[src/rtl/alu_regfile_pkg.sv]
// -----------------------------------------------------------------------------
// alu_regfile_pkg
// Shared definitions for the alu_regfile datapath slice:
//   - DEFAULT_DATA_W / DEFAULT_ADDR_W : default register width and bank address width
//   - alu_op_e                        : 3-bit ALU opcode encoding (OP_ADD..OP_SHR)
// -----------------------------------------------------------------------------
package alu_regfile_pkg;

    localparam int DEFAULT_DATA_W = 4;
    localparam int DEFAULT_ADDR_W = 2;

    typedef enum logic [2:0] {
        OP_ADD = 3'b000,
        OP_SUB = 3'b001,
        OP_AND = 3'b010,
        OP_OR  = 3'b011,
        OP_XOR = 3'b100,
        OP_NOT = 3'b101,
        OP_SHL = 3'b110,
        OP_SHR = 3'b111
    } alu_op_e;

endpackage

[src/rtl/alu_regfile_bank.sv]
// -----------------------------------------------------------------------------
// regfile_bank
// Register bank of 2**ADDR_W entries of DATA_W bits, one synchronous write
// port and three combinational read ports (debug read plus two ALU operands).
// Ports:
//   clk, rst            : clock, synchronous active-high reset (clears all entries)
//   wr_en/wr_addr/wr_data : write port, takes effect on the rising edge
//   rd_addr   -> rd_data   : debug/output read port
//   op_addr_1 -> op_data_1 : operand A read port
//   op_addr_2 -> op_data_2 : operand B read port
// Reset has priority over a write in the same cycle.
// -----------------------------------------------------------------------------
module regfile_bank
    import alu_regfile_pkg::*;
#(
    parameter int DATA_W = DEFAULT_DATA_W,
    parameter int ADDR_W = DEFAULT_ADDR_W
) (
    input  logic              clk,
    input  logic              rst,
    input  logic              wr_en,
    input  logic [ADDR_W-1:0] wr_addr,
    input  logic [DATA_W-1:0] wr_data,
    input  logic [ADDR_W-1:0] rd_addr,
    output logic [DATA_W-1:0] rd_data,
    input  logic [ADDR_W-1:0] op_addr_1,
    output logic [DATA_W-1:0] op_data_1,
    input  logic [ADDR_W-1:0] op_addr_2,
    output logic [DATA_W-1:0] op_data_2
);

    localparam int DEPTH = 2 ** ADDR_W;

    logic [DATA_W-1:0] mem_r [DEPTH];

    // Bank storage: clear on reset, otherwise single-entry write.
    always_ff @(posedge clk) begin
        if (rst) begin
            for (int i = 0; i < DEPTH; i++) begin
                mem_r[i] <= '0;
            end
        end else if (wr_en) begin
            mem_r[wr_addr] <= wr_data;
        end
    end

    // Reads see the pre-edge contents, so an ALU capture coinciding with a
    // write to its operand uses the old value.
    assign rd_data   = mem_r[rd_addr];
    assign op_data_1 = mem_r[op_addr_1];
    assign op_data_2 = mem_r[op_addr_2];

endmodule

[src/rtl/alu_regfile.sv]
// -----------------------------------------------------------------------------
// alu_regfile
// Datapath core: register bank feeding a registered ALU.
// Ports:
//   clk, rst                 : clock, synchronous active-high reset
//   wr_en, wr_addr, wr_data  : bank write port
//   rd_addr -> rd_data       : combinational debug read of the bank
//   op_addr_1, op_addr_2     : bank entries used as operands A and B
//   alu_en, opcode           : capture ALU result of opcode on this edge
//   alu_out                  : registered ALU result (holds while alu_en low)
//   alu_valid                : high for the cycle after alu_en was sampled high
//   carry, zero              : registered flags, present only when the
//                              ALU_FLAGS_EN macro is defined
// -----------------------------------------------------------------------------
module alu_regfile
    import alu_regfile_pkg::*;
#(
    parameter int DATA_W = DEFAULT_DATA_W,
    parameter int ADDR_W = DEFAULT_ADDR_W
) (
    input  logic              clk,
    input  logic              rst,
    input  logic              wr_en,
    input  logic [ADDR_W-1:0] wr_addr,
    input  logic [DATA_W-1:0] wr_data,
    input  logic [ADDR_W-1:0] rd_addr,
    output logic [DATA_W-1:0] rd_data,
    input  logic [ADDR_W-1:0] op_addr_1,
    input  logic [ADDR_W-1:0] op_addr_2,
    input  logic              alu_en,
    input  logic [2:0]        opcode,
    output logic [DATA_W-1:0] alu_out,
    output logic              alu_valid
`ifdef ALU_FLAGS_EN
    ,
    output logic              carry,
    output logic              zero
`endif
);

    logic [DATA_W-1:0] op_a_s;
    logic [DATA_W-1:0] op_b_s;
    logic [DATA_W-1:0] result_s;
    alu_op_e           op_s;
    logic [DATA_W-1:0] alu_out_r;
    logic              alu_valid_r;

    regfile_bank #(
        .DATA_W (DATA_W),
        .ADDR_W (ADDR_W)
    ) u_bank (
        .clk       (clk),
        .rst       (rst),
        .wr_en     (wr_en),
        .wr_addr   (wr_addr),
        .wr_data   (wr_data),
        .rd_addr   (rd_addr),
        .rd_data   (rd_data),
        .op_addr_1 (op_addr_1),
        .op_data_1 (op_a_s),
        .op_addr_2 (op_addr_2),
        .op_data_2 (op_b_s)
    );

    assign op_s = alu_op_e'(opcode);

    // ALU result: all ops truncated to DATA_W.
    always_comb begin
        result_s = '0;
        case (op_s)
            OP_ADD:  result_s = op_a_s + op_b_s;
            OP_SUB:  result_s = op_a_s - op_b_s;
            OP_AND:  result_s = op_a_s & op_b_s;
            OP_OR:   result_s = op_a_s | op_b_s;
            OP_XOR:  result_s = op_a_s ^ op_b_s;
            OP_NOT:  result_s = ~op_a_s;
            OP_SHL:  result_s = {op_a_s[DATA_W-2:0], 1'b0};
            OP_SHR:  result_s = {1'b0, op_a_s[DATA_W-1:1]};
            default: result_s = '0;
        endcase
    end

    // Result and valid registers; result holds while alu_en is low.
    always_ff @(posedge clk) begin
        if (rst) begin
            alu_out_r   <= '0;
            alu_valid_r <= 1'b0;
        end else if (alu_en) begin
            alu_out_r   <= result_s;
            alu_valid_r <= 1'b1;
        end else begin
            alu_out_r   <= alu_out_r;
            alu_valid_r <= 1'b0;
        end
    end

    assign alu_out   = alu_out_r;
    assign alu_valid = alu_valid_r;

`ifdef ALU_FLAGS_EN
    logic [DATA_W:0] sum_s;
    logic            carry_s;
    logic            zero_s;
    logic            carry_r;
    logic            zero_r;

    // Widened add so the carry-out is bit DATA_W.
    assign sum_s = {1'b0, op_a_s} + {1'b0, op_b_s};

    // Carry: add carry-out, subtract borrow, shifted-out bit; 0 for logic ops.
    always_comb begin
        carry_s = 1'b0;
        case (op_s)
            OP_ADD:  carry_s = sum_s[DATA_W];
            OP_SUB:  carry_s = (op_a_s < op_b_s);
            OP_SHL:  carry_s = op_a_s[DATA_W-1];
            OP_SHR:  carry_s = op_a_s[0];
            default: carry_s = 1'b0;
        endcase
    end

    assign zero_s = (result_s == '0);

    // Flag registers, updated alongside alu_out.
    always_ff @(posedge clk) begin
        if (rst) begin
            carry_r <= 1'b0;
            zero_r  <= 1'b0;
        end else if (alu_en) begin
            carry_r <= carry_s;
            zero_r  <= zero_s;
        end else begin
            carry_r <= carry_r;
            zero_r  <= zero_r;
        end
    end

    assign carry = carry_r;
    assign zero  = zero_r;
`endif

endmodule

[config.mk]
export PLATFORM = sky130hd
export DESIGN_NAME = alu_regfile
export DESIGN_NICKNAME = d
export VERILOG_FILES = /design/src/rtl/alu_regfile_pkg.sv /design/src/rtl/alu_regfile_bank.sv /design/src/rtl/alu_regfile.sv
export SDC_FILE = /design/constraint.sdc
export NUM_CORES = 1
export LEC_CHECK = 0
export CORE_MARGIN = 1.5
export CORE_UTILIZATION = 59
export CTS_BUF_LIST = sky130_fd_sc_hd__clkbuf_4 sky130_fd_sc_hd__clkbuf_8
export CTS_CLUSTER_SIZE = 28
export DETAILED_ROUTE_END_ITERATION = 10
export GPL_ROUTABILITY_DRIVEN = 0
export PLACE_DENSITY_LB_ADDON = 0.2
export SETUP_SLACK_MARGIN = 0.3
export SYNTH_ARGS = -nofsm -noshare
export SYNTH_HDL_FRONTEND = slang
export SYNTH_SLANG_ARGS = --single-unit
[constraint.sdc]
create_clock -name clk -period 5.8 [get_ports clk]
set_clock_uncertainty 0.1 [all_clocks]
set_input_delay 0.58 -clock clk [delete_from_list [all_inputs] [get_ports clk]]
set_output_delay 0.58 -clock clk [all_outputs]
set_load 0.01 [all_outputs]
Word level (Yosys, flattened, before mapping)
Memory sizes are Yosys's and may differ from the RTL's.
Index checks and enable logic that the tools add are counted.
Widths: inputs -> output; s select.
- memories: 1
- register bits after elaboration: 5
- output and inout port bits: 9
- word-level logic and storage cells: 28
- memory bits (writable): 16
- bits in latches: 0
- input port bits: 19
- bits in read-only memories: 0
- memory list (name ; depth ; width ; read ports ; clocked after Yosys merged registers in ; write ports ; RTL line ; source):
    u_bank.mem_r ; 4 ; 4 ; 3 ; 0 ; 4 ; alu_regfile_bank.sv:34 ; logic [DATA_W-1:0] mem_r [DEPTH];
- add/subtract/negate cells: 2
- multiplexer cells: 10
- shift-type cells: 0
- bitwise logic cells: 4
- div/mod/pow operators: 0
- equal/unequal tests: 7
- multiply operators: 0
- reductions and logical operators: 2
- magnitude comparators: 0
- operators with widths (cell ; count):
    $pmux 4 s8 ; 1
    $eq 3x3->1 const B ; 4
    $mux 1 ; 7
    $eq 3x2->1 const B ; 2
    $add 4x4->4 ; 1
    $and 4x4->4 ; 1
    $mux 4 ; 1
    $not 4->4 ; 1
    $or 4x4->4 ; 1
    $reduce_or 4->1 ; 1
    $sub 4x4->4 ; 1
    $xor 4x4->4 ; 1
    $eq 3x1->1 const B ; 1
    $logic_not 3->1 ; 1
    $mux 2 ; 1

Longest topological paths before layout
- word-level depth: 5
- gate-level depth with buffers: 12
- mapped depth without buffers: 12

Cells and area by module
From an unflattened synthesis, not the netlist that was laid out.
- cells, all modules: 141
- area, all modules: 1676.6 µm²
- by module, submodules not included (module ; cells each ; sequential area each (µm²) ; instances ; area an instance (µm²)):
    regfile_bank ; 55 ; 480.5 ; 1 ; 985.9
    alu_regfile ; 86 ; 100.1 ; 1 ; 690.7

Worst setup path after synthesis
No wires, ideal clock.
- path kind: input port to flip-flop
- start point: in op_addr_2[0]
- end point: reg alu_out_r[2] (netlist: alu_out[2])
- buffers on the path: 0
- stages on the path: 11
- data arrival time: 2780 ps
- library setup time: 126 ps
- setup slack: 2794 ps
- data required time: 5574 ps
- cells stage by stage: mux4_1 inv_1 ha_1 mux2_2 fa_1 xor2_1 nor2_1 a211oi_1 a31oi_1 mux2i_1 nor2_1
- longest elaborated chain between the ends: 3
- elaborated cells between the ends (all ways): 7
- those cells by class: 2 x add/sub; 1 x mux; 3 x bitwise; 1 x memory
- ends and longest elaborated chain (what ; RTL line ; source):
    start: declaration ; alu_regfile.sv:29 ; input logic [ADDR_W-1:0] op_addr_2,
    $mem_v2 4x4 * ; -- ;
    $sub 4x4->4 (tied with other cells) ; alu_regfile.sv:72 ; OP_SUB: result_s = op_a_s - op_b_s;
    $pmux 4 s8 * ; alu_regfile.sv:70 ; case (op_s)
    end signal: assignment ; alu_regfile.sv:89 ; alu_out_r <= result_s;
    end signal: assignment ; alu_regfile.sv:92 ; alu_out_r <= alu_out_r;
    end: declaration ; alu_regfile.sv:45 ; logic [DATA_W-1:0] alu_out_r;
Every way passes the cells marked *; elsewhere a longest branch is shown, timed or not.
A chain may end at the register's enable or synchronous reset.

Worst setup path after layout
- start point: in op_addr_2[0]
- end point: reg alu_out_r[3] (netlist: alu_out[3])
Same word-level chain as after synthesis.

==> impl_metrics.csv <==
group,metric,value,unit
final_layout,multi_input_area,972,sq um
final_layout,antenna_cells,0,
final_layout,fillerInstances,169,
route,avgRoutedWirePerCell,16.6,um
global_routing,first_global_vias,1210,
outcome,status,"finished clean",
timing,fmax,281,MHz
place,placed_cell_area,1900,sq um
pwr,power.total,0.406,mW
clock_tree,clockRootBuffer,"clkbuf_4",
timing,slew_headroom,57.2,%
timing,fin_crit,3560,ps
timing,worst_slew_pin_slew,640,ps
setup_path,r2r-start,"u_bank.mem_r[1][0]",
hold_path,whs_path_depth,2,
route,drtPass1Iterations,4,
route,drt_wl_total,3300,um
pwr,irDropWorstVdd,0.186,mV
setup_path,crit_type,"input port to flop",
timing,hold_slack,400,ps
setup_path,critPathArrivalTime,3670,ps
route,ant_nets,0,
place,io_buffers,27,
floorplanning,fp.dieH,55.4,um
floorplanning,io_pins,28,
pwr,powerDensity,211,nW/um^2
floorplanning,dieArea,3070,sq um
logic_synthesis,seq_area_frac_synth,35.8,%
timing,period_share,61.4,%
hold_path,hp-class,"flop to flop",
hold_path,whs_endpoint,"alu_out[0]",
setup_path,end_kind,"flop",
logic_synthesis,synth.largest_area_cell,"edfxtp_1",
clock_tree,clk_pin_slew,110,ps
hold_path,min_from,"alu_out[0]",
clock_tree,numClockSinks,21,
place,dp_hpwl,2740,um
global_routing,overflow,0,
route,via_count,1233,
global_routing,grt_usage,23.3,%
final_layout,syn_to_final_growth,18.9,%
timing,timing.setup.tns,0,ps
logic_synthesis,yosysWarningCount,0,
logic_synthesis,synth_seq_cells,21,
clock_tree,cts_buffer_depth,2,
timing,rsz0062_at_grt,"no",
clock_tree,cts_resized,0,
setup_path,rr_worst_depth,11,
floorplanning,rows,18,
route,via_per_inst,6.20,
job,max-cap-violations,0,
setup_path,ff2ff_setup_slack,2760,ps
global_routing,antenna_found_initial,0,
timing,setup_viol,0,
clock_tree,postCtsSetupBuffers,0,
clock_tree,cts_buffers,3,
final_layout,regArea,581,sq um
logic_synthesis,synth_edf_count,16,
final_layout,final_cell_area,1930,sq um
logic_synthesis,ys.flop_type,"edfxtp_1",
clock_tree,ctsHoldBuffers,0,
logic_synthesis,syn_inst,144,
pwr,p_leak,0.771,nW
logic_synthesis,synth_area,1620,sq um
floorplanning,initial_core_util,63.8,%
route,drt_first_iter_violations,46,
final_layout,drive_gt1_share,11.8,%
global_routing,grt_max_degree,20,
global_routing,grt_first_pass_wirelength,5510,um
setup_path,r2r_end,"alu_out[3]",
logic_synthesis,syn-num-nets,176,
route,post-route-drc-count,0,
logic_synthesis,yosys-top-cells-area,"edfxtp_1 30%, mux4_2 12%, ha_1 9.3%",
final_layout,nNetsFinal,202,
setup_path,critPathRequiredTime,5910,ps
floorplanning,core,2540,sq um
clock_tree,cts_tree,"done",
logic_synthesis,synthDistinctLibCells,39,
logic_synthesis,yosys.area.top_type_share,29.6,%
setup_path,critPathLaunchType,"input port",
timing,finalHoldViolations,0,
logic_synthesis,synthesis.area_per_instance,11.3,sq um
setup_path,critPathMaxFanout,4,
floorplanning,fp.dieW,55.4,um
timing,final_max_slew_viol_count,0,
clock_tree,clkLatencyLatePin,310,ps
logic_synthesis,synthArstFlopShare,0,%
clock_tree,cts_max_level,1,
## state kept, by name, indices dropped and copies added, names as in the netlist
signal / cells
alu_out: 4
alu_valid: 1
u_bank.mem_r: 16
## kinds of logic (layout without fill, tap and decap cells)
logic type      after synthesis  count (layout)  synth area share, %
compound gates               23              23                 9.56
flops                        21              21                 35.8
buf+inv                      17              42                 4.32
simple gates                 48              48                 15.6
fa+ha+maj                    13              13                 10.5
xor+xnor                      4               4                 3.01
mux                          18              18                 21.3
## cell usage after synthesis, drive strengths merged, types with 5 or more instances
master and n:
and2 16, edfxtp 16, nor2 13, ha 12
mux4 12, inv 11, a21oi 6, nand2 6
dfxtp 5
## power by group
group | switching, mW | total (mW) | internal, mW
Combinational | 0.0726 | 0.156 | 0.0829
Sequential | 0.00826 | 0.183 | 0.175
Clock | 0.0423 | 0.0681 | 0.0258
Total | 0.123 | 0.406 | 0.283
## area by class of cell
| class | instances | area share [%] |
|---|---|---|
| Clock buffer | 3 | 1.17 |
| Clock inverter | 1 | 0.259 |
| Inverter | 11 | 2.14 |
| Multi-Input combinational cell | 106 | 50.4 |
| Sequential cell | 21 | 30.1 |
| Tap cell | 30 | 1.95 |
| Timing Repair Buffer | 27 | 14.0 |
## layer usage
layer / GRT usage, % / vias to the layer above / wire (um)
met2: 45.4 / 48 / 1900
li1: - / 580 / -
met3: 3.28 / 7 / 133
met5: 0 / - / 0
met1: 24.9 / 598 / 1190
met4: 8.71 / 0 / 76
## cells in the final DEF (no fill, tap or decap), types with 2 or more instances in the layout
cell type / instances
clkdlybuf4s50_1: 27
and2_1: 16
edfxtp_1: 16
nor2_1: 13
ha_1: 12
inv_1: 10
mux4_2: 9
nand2_1: 6
a21oi_1: 6
dfxtp_1: 5
mux4_1: 3
mux2_2: 3
nor2b_1: 3
a211oi_1: 3
a31oi_1: 3
mux2i_1: 3
clkbuf_4: 3
nand2b_1: 2
xnor2_1: 2
nor3_1: 2
or2_2: 2
nor3b_1: 2
a211o_1: 2
o21ai_0: 2
## worst max-delay path, cell delays in order
cell and delay, ps:
clkdlybuf4s50_1 600, mux4_1 660, inv_1 150, ha_1 240
mux2_2 290, inv_1 60, ha_1 220, a21o_1 150
a21oi_1 190, xnor3_1 260, xnor2_1 190, a21oi_1 80
## per-stage QoR
step	setup WS, ps	instances	util [%]
floorplan	2790	144	-
global placement	2030	195	74.7
detailed placement	1940	195	74.7
CTS	2250	199	75.8
global route	2040	199	75.8
finish	2240	199	75.8
## worst max path at each step
stage	start	end	slack, ps	cells past startpoint
global placement	op_addr_2[0]	alu_out[2]	2030	12
global route	op_addr_2[0]	alu_out[2]	2040	12
floorplan	op_addr_2[0]	alu_out[2]	2790	11
CTS	op_addr_2[0]	alu_out[3]	2250	12
finish	op_addr_2[0]	alu_out[3]	2240	12
detailed placement	op_addr_2[0]	alu_out[3]	1940	12
(Power assumes the default switching activity.)
